**src/rtl/vga_timing_pkg.sv**
```systemverilog
`default_nettype none
// +----------------------------------------------------------------------------+
// | Module      : vga_timing_pkg                                               |
// | Description : Shared 640x480@60 timing constants and sync bundle type.     |
// | Revision    : 1.0                                                          |
// +----------------------------------------------------------------------------+
package vga_timing_pkg;

    localparam int c_coord_w  = 11;

    localparam int c_h_active = 640;
    localparam int c_h_fp     = 16;
    localparam int c_h_sync   = 96;
    localparam int c_h_bp     = 48;
    localparam int c_v_active = 480;
    localparam int c_v_fp     = 10;
    localparam int c_v_sync   = 2;
    localparam int c_v_bp     = 33;
    localparam int c_sync_dly = 1;

    localparam int c_h_total  = c_h_active + c_h_fp + c_h_sync + c_h_bp;
    localparam int c_v_total  = c_v_active + c_v_fp + c_v_sync + c_v_bp;

    // Bundle order {hs, vs, blank_n}; idle is both syncs released and blanked.
    typedef struct packed {
        logic hs;
        logic vs;
        logic blank_n;
    } vga_sync_t;

    localparam logic [2:0] c_sync_idle = 3'b110;

    function automatic int vga_total(input int active, input int fp, input int sync, input int bp);
        return active + fp + sync + bp;
    endfunction

endpackage
`default_nettype wire

```
**src/rtl/vga_sync_delay.sv**
```systemverilog
`default_nettype none
// +----------------------------------------------------------------------------+
// | Module      : vga_sync_delay                                               |
// | Description : Enable-gated 3-bit shift register aligning sync to colour.   |
// | Revision    : 1.0                                                          |
// +----------------------------------------------------------------------------+
module vga_sync_delay #(
    parameter int         DEPTH   = 1,
    parameter logic [2:0] RST_VAL = 3'b110
) (
    input  logic       iCLK,
    input  logic       iRST_N,
    input  logic       iEN,
    input  logic [2:0] data_i,
    output logic [2:0] data_o
);

    generate
        if (DEPTH == 0) begin : g_bypass
            logic w_unused;
            assign w_unused = ^{iCLK, iRST_N, iEN};
            assign data_o   = data_i;
        end else begin : g_shift
            logic [2:0] stage_q [DEPTH];

            always_ff @(posedge iCLK) begin
                if (!iRST_N) begin
                    for (int i = 0; i < DEPTH; i++) begin
                        stage_q[i] <= RST_VAL;
                    end
                end else if (iEN) begin
                    stage_q[0] <= data_i;
                    for (int i = 1; i < DEPTH; i++) begin
                        stage_q[i] <= stage_q[i-1];
                    end
                end
            end

            assign data_o = stage_q[DEPTH-1];
        end
    endgenerate

endmodule
`default_nettype wire

```
**src/rtl/vga_timing_gen.sv**
```systemverilog
`default_nettype none
// +----------------------------------------------------------------------------+
// | Module      : vga_timing_gen                                               |
// | Description : VGA raster counters, frame/line markers and delayed syncs.   |
// | Revision    : 1.0                                                          |
// +----------------------------------------------------------------------------+
module vga_timing_gen
    import vga_timing_pkg::*;
#(
    parameter int H_ACTIVE = c_h_active,
    parameter int H_FP     = c_h_fp,
    parameter int H_SYNC   = c_h_sync,
    parameter int H_BP     = c_h_bp,
    parameter int V_ACTIVE = c_v_active,
    parameter int V_FP     = c_v_fp,
    parameter int V_SYNC   = c_v_sync,
    parameter int V_BP     = c_v_bp,
    parameter int SYNC_DLY = c_sync_dly
) (
    input  logic                 iCLK,
    input  logic                 iRST_N,
    input  logic                 iEN,
    output logic [c_coord_w-1:0] oVga_x,
    output logic [c_coord_w-1:0] oVga_y,
    output logic                 oActive,
    output logic                 oSOF,
    output logic                 oSOL,
    output logic [15:0]          oFrame_cnt,
    output logic                 oVGA_HS,
    output logic                 oVGA_VS,
    output logic                 oVGA_BLANK_N,
    output logic                 oVGA_SYNC_N
);

    localparam int c_htot = vga_total(H_ACTIVE, H_FP, H_SYNC, H_BP);
    localparam int c_vtot = vga_total(V_ACTIVE, V_FP, V_SYNC, V_BP);

    localparam logic [c_coord_w-1:0] c_h_last   = c_coord_w'(c_htot - 1);
    localparam logic [c_coord_w-1:0] c_v_last   = c_coord_w'(c_vtot - 1);
    localparam logic [c_coord_w-1:0] c_h_vis    = c_coord_w'(H_ACTIVE);
    localparam logic [c_coord_w-1:0] c_v_vis    = c_coord_w'(V_ACTIVE);
    localparam logic [c_coord_w-1:0] c_hs_start = c_coord_w'(H_ACTIVE + H_FP);
    localparam logic [c_coord_w-1:0] c_hs_stop  = c_coord_w'(H_ACTIVE + H_FP + H_SYNC);
    localparam logic [c_coord_w-1:0] c_vs_start = c_coord_w'(V_ACTIVE + V_FP);
    localparam logic [c_coord_w-1:0] c_vs_stop  = c_coord_w'(V_ACTIVE + V_FP + V_SYNC);

    logic [c_coord_w-1:0] h_cnt_q, h_cnt_d;
    logic [c_coord_w-1:0] v_cnt_q, v_cnt_d;
    logic                 active_q, active_d;
    logic                 sof_q, sof_d;
    logic                 sol_q, sol_d;
    logic [15:0]          frame_q, frame_d;

    vga_sync_t            w_sync_raw;
    logic [2:0]           w_sync_dly;

    // Flags are derived from the next counter values so they line up with x/y.
    always_comb begin
        h_cnt_d  = h_cnt_q;
        v_cnt_d  = v_cnt_q;
        active_d = active_q;
        sof_d    = 1'b0;
        sol_d    = 1'b0;
        frame_d  = frame_q;
        if (iEN) begin
            if (h_cnt_q == c_h_last) begin
                h_cnt_d = '0;
                v_cnt_d = (v_cnt_q == c_v_last) ? '0 : v_cnt_q + 1'b1;
            end else begin
                h_cnt_d = h_cnt_q + 1'b1;
            end
            active_d = (h_cnt_d < c_h_vis) && (v_cnt_d < c_v_vis);
            sol_d    = (h_cnt_d == '0) && (v_cnt_d < c_v_vis);
            sof_d    = (h_cnt_d == '0) && (v_cnt_d == '0);
            if (sof_d) begin
                frame_d = frame_q + 16'd1;
            end
        end
    end

    // Reset parks the raster on its last pixel so the first enable lands on (0,0).
    always_ff @(posedge iCLK) begin
        if (!iRST_N) begin
            h_cnt_q  <= c_h_last;
            v_cnt_q  <= c_v_last;
            active_q <= 1'b0;
            sof_q    <= 1'b0;
            sol_q    <= 1'b0;
            frame_q  <= '0;
        end else begin
            h_cnt_q  <= h_cnt_d;
            v_cnt_q  <= v_cnt_d;
            active_q <= active_d;
            sof_q    <= sof_d;
            sol_q    <= sol_d;
            frame_q  <= frame_d;
        end
    end

    always_comb begin
        w_sync_raw.hs      = !((h_cnt_q >= c_hs_start) && (h_cnt_q < c_hs_stop));
        w_sync_raw.vs      = !((v_cnt_q >= c_vs_start) && (v_cnt_q < c_vs_stop));
        w_sync_raw.blank_n = active_q;
    end

    vga_sync_delay #(
        .DEPTH   (SYNC_DLY),
        .RST_VAL (c_sync_idle)
    ) u_sync_delay (
        .iCLK   (iCLK),
        .iRST_N (iRST_N),
        .iEN    (iEN),
        .data_i ({w_sync_raw.hs, w_sync_raw.vs, w_sync_raw.blank_n}),
        .data_o (w_sync_dly)
    );

    assign oVga_x       = h_cnt_q;
    assign oVga_y       = v_cnt_q;
    assign oActive      = active_q;
    assign oSOF         = sof_q;
    assign oSOL         = sol_q;
    assign oFrame_cnt   = frame_q;
    assign oVGA_HS      = w_sync_dly[2];
    assign oVGA_VS      = w_sync_dly[1];
    assign oVGA_BLANK_N = w_sync_dly[0];
    assign oVGA_SYNC_N  = 1'b0;

endmodule
`default_nettype wire

```
**config.mk**
```make
export PLATFORM = sky130hd
export DESIGN_NAME = vga_timing_gen
export DESIGN_NICKNAME = d
export VERILOG_FILES = /design/src/rtl/vga_timing_pkg.sv /design/src/rtl/vga_sync_delay.sv /design/src/rtl/vga_timing_gen.sv
export SDC_FILE = /design/constraint.sdc
export NUM_CORES = 1
export LEC_CHECK = 0
export CAP_MARGIN = 20
export CELL_PAD_IN_SITES_DETAIL_PLACEMENT = 1
export CELL_PAD_IN_SITES_GLOBAL_PLACEMENT = 1
export CORE_ASPECT_RATIO = 0.5
export CORE_MARGIN = 2
export CORE_UTILIZATION = 42
export CTS_CLUSTER_SIZE = 10
export DETAILED_ROUTE_END_ITERATION = 7
export PLACE_DENSITY_LB_ADDON = 0.2
export SLEW_MARGIN = 20
export SYNTH_ARGS = -nofsm -noshare
export SYNTH_HDL_FRONTEND = slang
export SYNTH_HIERARCHICAL = 1
export SYNTH_SLANG_ARGS = --single-unit
```
**constraint.sdc**
```tcl
create_clock -name iCLK -period 5.51 [get_ports iCLK]
set_clock_uncertainty 0.15 [all_clocks]
set_input_delay 1.102 -clock iCLK [delete_from_list [all_inputs] [get_ports iCLK]]
set_output_delay 1.102 -clock iCLK [all_outputs]
set_load 0.02 [all_outputs]
```
==> impl_metrics.csv, run 1 <==
group,metric,value,unit
run_status,status,"finished clean",
global_routing,grt_first_pass_wirelength,13.2,mm
global_routing,met2_usage,41.9,%
final_layout,instances_no_fill,456,
timing,finalHoldViolations,0,
clock_tree,cts-root-buf,"clkbuf_16",
timing,min_period_over_period,68.9,%
global_routing,grt_max_degree,38,
pwr,power_frac_seq,42.0,%
final_layout,mostFrequentLayoutCell,"clkdlybuf4s50_1",
detailed_routing,vias_per_cell,5.89,
pwr,p_int,0.599,mW
final_layout,utilization,53.6,%
floorplanning,initial_core_util,43.7,%
timing,tightestPinTransition,0.788,ns
clock_tree,htree_levels,2,
clock_tree,clk_latency,0.29,ns
synthesis,synth_edf_count,3,
floorplanning,core_region_area,6080,um2
pwr,vdd_ir_drop_max,0.000161,V
pwr,p_sw,0.266,mW
job,drv_cap,0,
pwr,combPwrFrac,19.9,%
floorplanning,die_y,60.2,um
timing,fin_crit,3.80,ns
synthesis,synth-seq-cells,44,
global_routing,use_met3,5.68,%
worst_setup_path,required,5.58,ns
clock_tree,post_cts_buffers,0,
global_routing,antenna_found_initial,0,
worst_setup_path,path_cells,"clkdlybuf4s50_1 > buf_4 > nand3_1 > nor4b_1 > nand3_1 > or4_4 > or3_1 > a21oi_1",
clock_tree,postCtsHoldBufs,0,
synthesis,syn-instance-count,337,
synthesis,ys.flop_type,"dfxtp_1",
final_layout,synthToLayoutAreaGrowth,22.6,%
timing,totalNegativeSetupSlack,0,ns
worst_setup_path,cpMostUsedCell,"nand3_1",
worst_setup_path,cp_max_fo,37,
detailed_routing,drcViolationCount,0,
worst_setup_path,slowest_delay,0.59,ns
place,port_buffers,46,
pwr,finalPower,0.865,mW
timing,finalSetupViolCount,0,
worst_setup_path,start_kind,"input port",
synthesis,ys_types,60,
floorplanning,ioPinCount,48,
final_layout,final_cell_mix,"46 x clkdlybuf4s50_1, 41 x dfxtp_1, 29 x nand2_1",
synthesis,synthesis.nets,348,
pwr,leakage,1.12,nW
synthesis,avgSynthCellArea,7.89,um2
global_routing,track_usage,24.4,%
detailed_routing,final_antenna_net_count,0,
floorplanning,dieArea,7020,um2
pwr,clkPwrFrac,38.1,%
global_routing,grt_busiest_layer,"met2",
global_routing,grt_pass1_vias,2713,
pwr,power_density,266,nW/um2
final_layout,antenna_cells,0,
synthesis,synth_area,2660,um2
place,hpwl,5.57,mm
worst_setup_path,worstPathArrival,3.86,ns
global_routing,use_met1,32.0,%
pwr,switching_share,30.8,%
timing,slew_viol_final,0,
global_routing,grt_overflow_total,0,
place,gp_congestion,0.853,
detailed_routing,wirelength,7.93,mm
synthesis,yosysWarnings,6,
clock_tree,cts_sinks,44,
clock_tree,cts.repair.resized,0,
final_layout,drive_above_1_share,4.89,%
floorplanning,rows,20,
timing,rsz0062_at_grt,"no",
clock_tree,cts_tree,"done",
worst_setup_path,crit_path_end_kind,"flip-flop",
synthesis,synthArstFlopShare,0,%
detailed_routing,dr.pass1.iters,5,
floorplanning,die_w,116,um
place,dp_cells,448,
synthesis,ys_seq_area_share,34.3,%
detailed_routing,post_drt_wl_per_cell,17.4,um
timing,max_slew_margin,47.3,%
final_layout,num-fill-cells,768,
min_path,hold_path.class,"reg2reg",
detailed_routing,num_vias,2684,
clock_tree,cts_buffer_depth,2,
detailed_routing,drt_iter0_markers,123,
clock_tree,path_clk_slew,0.07,ns
clock_tree,cts_buffers,5,
timing,fmax,0.263,GHz
final_layout,nNetsFinal,378,
worst_setup_path,critPathKind,"in2reg",
worst_setup_path,slowest_stage,"or4_4",
cell families (layout without fill, tap and decap cells):
group | after synthesis | in the layout | share of synthesized area (%)
flip-flops | 44 | 44 | 34.3
AO/OA/AOI/OAI | 83 | 83 | 19.4
adder cells (fa/ha/maj) | 8 | 8 | 3.77
XOR/XNOR | 5 | 5 | 1.65
other | 1 | 1 | 0.141
AND/OR/NAND/NOR | 161 | 161 | 33.2
buffers and inverters | 33 | 64 | 6.78
multiplexers | 2 | 2 | 0.753
sequential cells by signal, summed over array words and instances (netlist names):
name                          flops
oSOF                              1
oActive                           1
oFrame_cnt                       16
oVga_x                           11
oSOL                              1
u_sync_delay/g_shift.stage_q      3
oVga_y                           11
cell usage after synthesis, drive strengths merged, types with 2 or more instances:
| master | instances | area share, % |
|---|---|---|
| o221ai | 2 | 0.66 |
| edfxtp | 3 | 3.4 |
| nand3b | 2 | 0.56 |
| or2 | 2 | 0.47 |
| mux2i | 2 | 0.75 |
| dfxtp | 41 | 31 |
| a211oi | 3 | 0.85 |
| buf | 16 | 4.4 |
| nor2b | 4 | 0.94 |
| nand4 | 10 | 2.4 |
| or4 | 2 | 0.71 |
| nor3 | 12 | 2.3 |
| a221o | 2 | 0.75 |
| o21a | 3 | 0.85 |
| a31oi | 3 | 0.71 |
| o211a | 2 | 0.75 |
| o21ai | 28 | 5.3 |
| and4 | 5 | 1.6 |
| o211ai | 3 | 0.85 |
| a21oi | 24 | 4.5 |
| xor2 | 2 | 0.66 |
| and3 | 12 | 3.0 |
| clkbuf | 8 | 1.1 |
| ha | 8 | 3.8 |
| or3 | 12 | 2.8 |
| nor4b | 2 | 0.89 |
| inv | 9 | 1.3 |
| nor2 | 29 | 4.2 |
| nor3b | 2 | 0.56 |
| nand3 | 22 | 4.3 |
| xnor2 | 3 | 0.99 |
| o311ai | 2 | 0.66 |
| a22oi | 3 | 1.0 |
| nor4 | 5 | 1.2 |
| and2 | 4 | 0.94 |
| nand2 | 29 | 4.1 |
| nand2b | 3 | 0.71 |
worst max-delay path, delay by kind of cell:
kind | cells | cell delay (ns)
and+or+nand+nor | 5 | 1.81
buffers and inverters | 2 | 0.78
AOI/OAI and AO/OA | 1 | 0.15
worst paths after layout:
kind,cells after the start,start,slack [ns],to
setup / recovery,8,iEN,1.71,oFrame_cnt[12]
hold reg to reg,2,oFrame_cnt[12],0.37,oFrame_cnt[12]
setup reg to reg,9,oVga_x[1],1.92,oFrame_cnt[12]
hold / removal,2,oFrame_cnt[12],0.37,oFrame_cnt[12]
layout make-up:
cell class | instances | area (um2) | share of cell area (%)
inverter | 9 | 33.8 | 1.04
tap | 88 | 110 | 3.38
clock buffer | 6 | 150 | 4.61
multi-input combinational | 260 | 1570 | 48.1
clock inverter | 2 | 17.5 | 0.538
timing repair buffer | 47 | 468 | 14.4
sequential | 44 | 911 | 28.0
routing by layer:
layer	share of wire (%)	wire, um
met5	0	0
met4	0.38	30
met2	48	3800
met1	46	3670
met3	5.5	435
per-stage QoR:
step           hold WS [ns]  instance area, um2  setup WS, ns
3_5_place_dp          0.355                3090          1.50
4_1_cts               0.366                3260          1.74
5_1_grt               0.392                3260          1.49
2_1_floorplan         0.414                2660          2.34
6_report              0.367                3260          1.71
3_3_place_gp          0.328                3090          1.62
power groups by stage:
stage	registers, mW	logic, mW	clock network, mW
after floorplan	0.368	0.119	0
after global placement	0.368	0.164	0
after CTS	0.363	0.172	0.337
after global routing	0.367	0.189	0.355
after detailed placement	0.369	0.170	0
final	0.363	0.172	0.330
Note: power is estimated with default switching activity, not from simulation.
==> run 2: changes to the inputs <==
--- a/config.mk
+++ b/config.mk
@@ -10,7 +10,7 @@
 export CELL_PAD_IN_SITES_GLOBAL_PLACEMENT = 1
 export CORE_ASPECT_RATIO = 0.5
 export CORE_MARGIN = 2
-export CORE_UTILIZATION = 42
+export CORE_UTILIZATION = 39
 export CTS_CLUSTER_SIZE = 10
 export DETAILED_ROUTE_END_ITERATION = 7
 export PLACE_DENSITY_LB_ADDON = 0.2
==> constraint.sdc (replaced) <==
create_clock -name iCLK -period 3.6 [get_ports iCLK]
set_clock_uncertainty 0.15 [all_clocks]
set_input_delay 0.72 -clock iCLK [delete_from_list [all_inputs] [get_ports iCLK]]
set_output_delay 0.72 -clock iCLK [all_outputs]
set_load 0.02 [all_outputs]
==> impl_metrics.csv, run 2 (synthesis gave the netlist of run 1 again) <==
group,metric,value,unit
floorplanning,core_region_area,6650,um2
detailed_routing,drcViolationCount,0,
worst_setup_path,start_kind,"flip-flop",
final_layout,num-fill-cells,815,
floorplanning,ioPinCount,48,
clock_tree,post_cts_buffers,0,
timing,finalHoldViolations,0,
floorplanning,rows,21,
pwr,p_int,0.948,mW
detailed_routing,final_antenna_net_count,0,
timing,fin_crit,3.36,ns
global_routing,antenna_found_initial,0,
pwr,finalPower,1.36,mW
final_layout,antenna_cells,0,
clock_tree,cts_buffers,5,
final_layout,nNetsFinal,384,
clock_tree,htree_levels,2,
pwr,combPwrFrac,20.3,%
floorplanning,die_w,121,um
detailed_routing,wirelength,7.91,mm
global_routing,track_usage,22.1,%
worst_setup_path,cp_max_fo,28,
worst_setup_path,worstPathArrival,3.40,ns
clock_tree,cts_sinks,44,
final_layout,largest_reg_flops,16,
floorplanning,dieArea,7530,um2
min_path,hold_path.class,"reg2reg",
final_layout,mostFrequentLayoutCell,"clkdlybuf4s50_1",
pwr,power_frac_seq,40.7,%
worst_setup_path,critPathKind,"reg2reg",
global_routing,grt_pass1_vias,2699,
final_layout,synthToLayoutAreaGrowth,24.7,%
clock_tree,cts_buffer_depth,2,
clock_tree,clk_latency,0.29,ns
final_layout,drive_above_1_share,6.42,%
clock_tree,path_clk_slew,0.06,ns
worst_setup_path,required,3.64,ns
clock_tree,postCtsHoldBufs,0,
timing,totalNegativeSetupSlack,0,ns
pwr,vdd_ir_drop_max,0.000155,V
run_status,status,"finished clean",
pwr,switching_share,30.1,%
place,dp_slack,0.258,ns
detailed_routing,vias_per_cell,5.79,
detailed_routing,num_vias,2696,
worst_setup_path,slowest_stage,"or4_4",
pwr,p_sw,0.409,mW
place,postPlaceCellArea,3140,um2
global_routing,grt_first_pass_wirelength,13.4,mm
final_layout,design_area,3310,um2
clock_tree,cts.repair.resized,0,
place,hpwl,5.58,mm
global_routing,grt_max_degree,37,
floorplanning,die_y,62.4,um
pwr,clkPwrFrac,39.0,%
place,port_buffers,46,
timing,max_slew_margin,63.6,%
global_routing,grt_overflow_total,0,
worst_setup_path,slowest_delay,0.68,ns
timing,rsz0062_at_grt,"no",
timing,slew_viol_final,0,
worst_setup_path,crit_path_end_kind,"flip-flop",
detailed_routing,post_drt_wl_per_cell,17.0,um
worst_setup_path,path_cells,"ha_1 > and4_1 > and3_4 > a21oi_1 > a31oi_1 > nand2_1 > or4_4 > o31a_1 > o21a_1",
detailed_routing,drt_iter0_markers,181,
final_layout,final_cell_mix,"46 x clkdlybuf4s50_1, 41 x dfxtp_1, 29 x nand2_1",
timing,fmax,0.298,GHz
pwr,leakage,1.15,nW
pwr,power_density,409,nW/um2
detailed_routing,dr.pass1.iters,4,
timing,tightestPinTransition,0.545,ns
clock_tree,cts_tree,"done",
timing,min_period_over_period,93.3,%
job,drv_cap,0,
timing,timing.final.ws_setup,0.241,ns
floorplanning,initial_core_util,40.0,%
clock_tree,cts-root-buf,"clkbuf_16",
place,gp_congestion,0.894,
timing,finalSetupViolCount,0,
[run 2: area by class of cell]
type	count	area, um2	area share (%)
Tap cell	92	115	3.47
Clock inverter	3	42.5	1.28
Inverter	9	33.8	1.02
Timing Repair Buffer	53	513	15.5
Sequential cell	44	911	27.5
Clock buffer	5	125	3.78
Multi-Input combinational cell	260	1570	47.5
[run 2: critical path, delay by kind of cell, from the launching register on]
family                   cells  cell delay, ns
AO/OA/AOI/OAI                4            0.93
adder cells (fa/ha/maj)      1            0.32
flip-flops                   1            0.43
AND/OR/NAND/NOR              4            1.42
[run 2: worst paths after layout]
check / start / to / slack [ns] / cells past startpoint
setup / recovery: oVga_x[1] / oFrame_cnt[15] / 0.24 / 9
hold / removal: oFrame_cnt[1] / oFrame_cnt[1] / 0.36 / 2
setup reg to reg: oVga_x[1] / oFrame_cnt[15] / 0.24 / 9
hold reg to reg: oFrame_cnt[1] / oFrame_cnt[1] / 0.36 / 2
[run 2: power by group through the flow]
stage	Combinational (mW)	Clock (mW)	Sequential [mW]
finish	0.276	0.529	0.552
global route	0.300	0.568	0.556
CTS	0.275	0.537	0.551
detailed placement	0.274	0	0.561
global placement	0.268	0	0.559
floorplan	0.183	0	0.563
[run 2: routing by layer]
layer | part of all wire, % | vias up | global-route usage [%]
met3 | 3.8 | 9 | 4.11
met4 | 1.0 | 0 | 5.23
li1 | - | 1306 | -
met1 | 49 | 1319 | 29.9
met5 | 0 | - | 0
met2 | 46 | 62 | 36.7
[run 2: per-stage QoR]
| stage | hold WS (ns) | utilization [%] | cells |
|---|---|---|---|
| 2_1_floorplan | 0.414 | - | 337 |
| 3_3_place_gp | 0.330 | 47.2 | 458 |
| 3_5_place_dp | 0.353 | 47.2 | 458 |
| 4_1_cts | 0.360 | 49.7 | 466 |
| 5_1_grt | 0.394 | 49.8 | 466 |
| 6_report | 0.357 | 49.8 | 466 |
==> run 3: changes to the inputs <==
--- a/config.mk
+++ b/config.mk
@@ -13,6 +13,7 @@
 export CORE_UTILIZATION = 39
 export CTS_CLUSTER_SIZE = 10
 export DETAILED_ROUTE_END_ITERATION = 7
+export GPL_TIMING_DRIVEN = 0
 export PLACE_DENSITY_LB_ADDON = 0.2
 export SLEW_MARGIN = 20
 export SYNTH_ARGS = -nofsm -noshare
==> impl_metrics.csv, run 3 (synthesis gave the netlist of run 1 again) <==
group,metric,value,unit
worst_setup_path,ff2ff_path_depth,13,
floorplanning,rows,21,
detailed_routing,dr.pass1.iters,4,
min_path,hold_path.class,"reg2reg",
detailed_routing,num_vias,2728,
floorplanning,ioPinCount,48,
place,port_buffers,46,
run_status,status,"finished clean",
worst_setup_path,start_kind,"flip-flop",
final_layout,mostFrequentLayoutCell,"clkdlybuf4s50_1",
final_layout,antenna_cells,0,
pwr,vdd_ir_drop_max,0.000193,V
job,drv_cap,0,
floorplanning,initial_core_util,40.0,%
floorplanning,core_region_area,6650,um2
global_routing,grt_busiest_layer,"met2",
timing,rsz0062_at_grt,"no",
clock_tree,path_clk_slew,0.07,ns
timing,max_slew_margin,45.8,%
clock_tree,cts-root-buf,"clkbuf_16",
detailed_routing,drcViolationCount,0,
worst_setup_path,required,3.66,ns
clock_tree,cts_sinks,44,
global_routing,use_met1,30.8,%
worst_setup_path,cpMostUsedCell,"buf_6",
floorplanning,die_y,62.4,um
place,hpwl,6.10,mm
clock_tree,cts_buffers,5,
worst_setup_path,slowest_stage,"or4_4",
floorplanning,die_w,121,um
final_layout,nNetsFinal,399,
place,gp_congestion,0.917,
detailed_routing,post_drt_wl_per_cell,17.2,um
pwr,leakage,1.17,nW
final_layout,largest_reg_flops,16,
timing,finalSetupViolCount,0,
final_layout,synthToLayoutAreaGrowth,27.4,%
worst_setup_path,cp_max_fo,12,
global_routing,met2_usage,38.2,%
worst_setup_path,crit_path_end_kind,"flip-flop",
clock_tree,clk_latency,0.29,ns
pwr,power_density,384,nW/um2
final_layout,drive_above_1_share,9.77,%
timing,fin_crit,3.37,ns
global_routing,grt_max_degree,15,
timing,finalHoldViolations,0,
worst_setup_path,critPathKind,"reg2reg",
global_routing,use_met3,4.47,%
worst_setup_path,path_cells,"inv_1 > ha_1 > nor4b_2 > and4_1 > buf_6 > nor2_2 > a31oi_1 > nand2_1 > or4_4 > buf_6 > buf_6 > or3_1 > a21oi_1",
floorplanning,dieArea,7530,um2
timing,tightestPinTransition,0.806,ns
global_routing,antenna_found_initial,0,
final_layout,final_cell_mix,"46 x clkdlybuf4s50_1, 39 x dfxtp_1, 29 x nand2_1",
clock_tree,cts_tree,"done",
timing,totalNegativeSetupSlack,0,ns
pwr,finalPower,1.30,mW
clock_tree,cts_buffer_depth,2,
global_routing,grt_pass1_vias,2805,
worst_setup_path,worstPathArrival,3.43,ns
final_layout,utilization,51.0,%
clock_tree,htree_levels,2,
global_routing,track_usage,23.0,%
clock_tree,postCtsHoldBufs,0,
min_path,whs_path_depth,2,
timing,slew_viol_final,0,
worst_setup_path,slowest_delay,0.55,ns
global_routing,grt_first_pass_wirelength,13.9,mm
timing,min_period_over_period,93.6,%
timing,fmax,0.297,GHz
global_routing,grt_overflow_total,0,
detailed_routing,drt_iter0_markers,174,
detailed_routing,final_antenna_net_count,0,
detailed_routing,vias_per_cell,5.67,
detailed_routing,wirelength,8.26,mm
[run 3: changes by cell type in the layout (fill, tap and decap cells not counted), sizes merged]
| cell | previous run | this run |
|---|---|---|
| bufinv | 1 | 0 |
| clkinv | 2 | 1 |
| buf | 7 | 16 |
| clkbuf | 5 | 12 |
| clkinvlp | 0 | 1 |
[run 3: critical path: cells and delay by family (launching register included)]
family | cells | cell delay (ns)
buffers and inverters | 4 | 0.55
and+or+nand+nor | 6 | 1.49
DFF | 1 | 0.43
AOI/OAI and AO/OA | 2 | 0.51
adders and majority gates | 1 | 0.15
[run 3: where the power goes]
part           internal (mW)  leakage (nW)  switching (mW)
clock network          0.256        0.0669           0.195
registers              0.512         0.359          0.0258
logic                  0.125         0.749           0.187
total                  0.893          1.17           0.407
[run 3: area by class of cell]
class,instances,area [um2]
fill,821,3260
multi-input combinational,260,1580
sequential,44,913
timing repair buffer,46,460
buffer,22,139
clock buffer,6,129
tap,92,115
inverter,9,33.8
clock inverter,2,12.5
[run 3: worst paths after layout]
check	end	from	slack (ns)
worst max-delay path	oFrame_cnt[14]	oVga_y[1]	0.23
worst max register to register	oFrame_cnt[14]	oVga_y[1]	0.23
worst min-delay path	oFrame_cnt[8]	oFrame_cnt[8]	0.35
worst min register to register	oFrame_cnt[8]	oFrame_cnt[8]	0.35
[run 3: routing by layer]
metal,vias up,wire length (um)
met3,10,387
met1,1319,3830
li1,1337,-
met5,-,0
met2,62,3930
met4,0,112
[run 3: per-stage QoR]
step | hold WS (ns) | worst slack (ns) | std cells | instance area, um2
finish | 0.350 | 0.230 | 481 | 3390
floorplan | 0.414 | 0.429 | 337 | 2660
global route | 0.394 | 0.0121 | 481 | 3390
global placement | 0.325 | 0.0321 | 475 | 3230
detailed placement | 0.345 | 0.0246 | 475 | 3230
CTS | 0.354 | 0.0326 | 483 | 3370
[run 3: what timing repair did]
action                                  in CTS  in global routing
buffers inserted                             0                  0
resized for setup                            0                  7
endpoints found under the setup margin       0                 15
endpoints found under the hold margin        0                  0
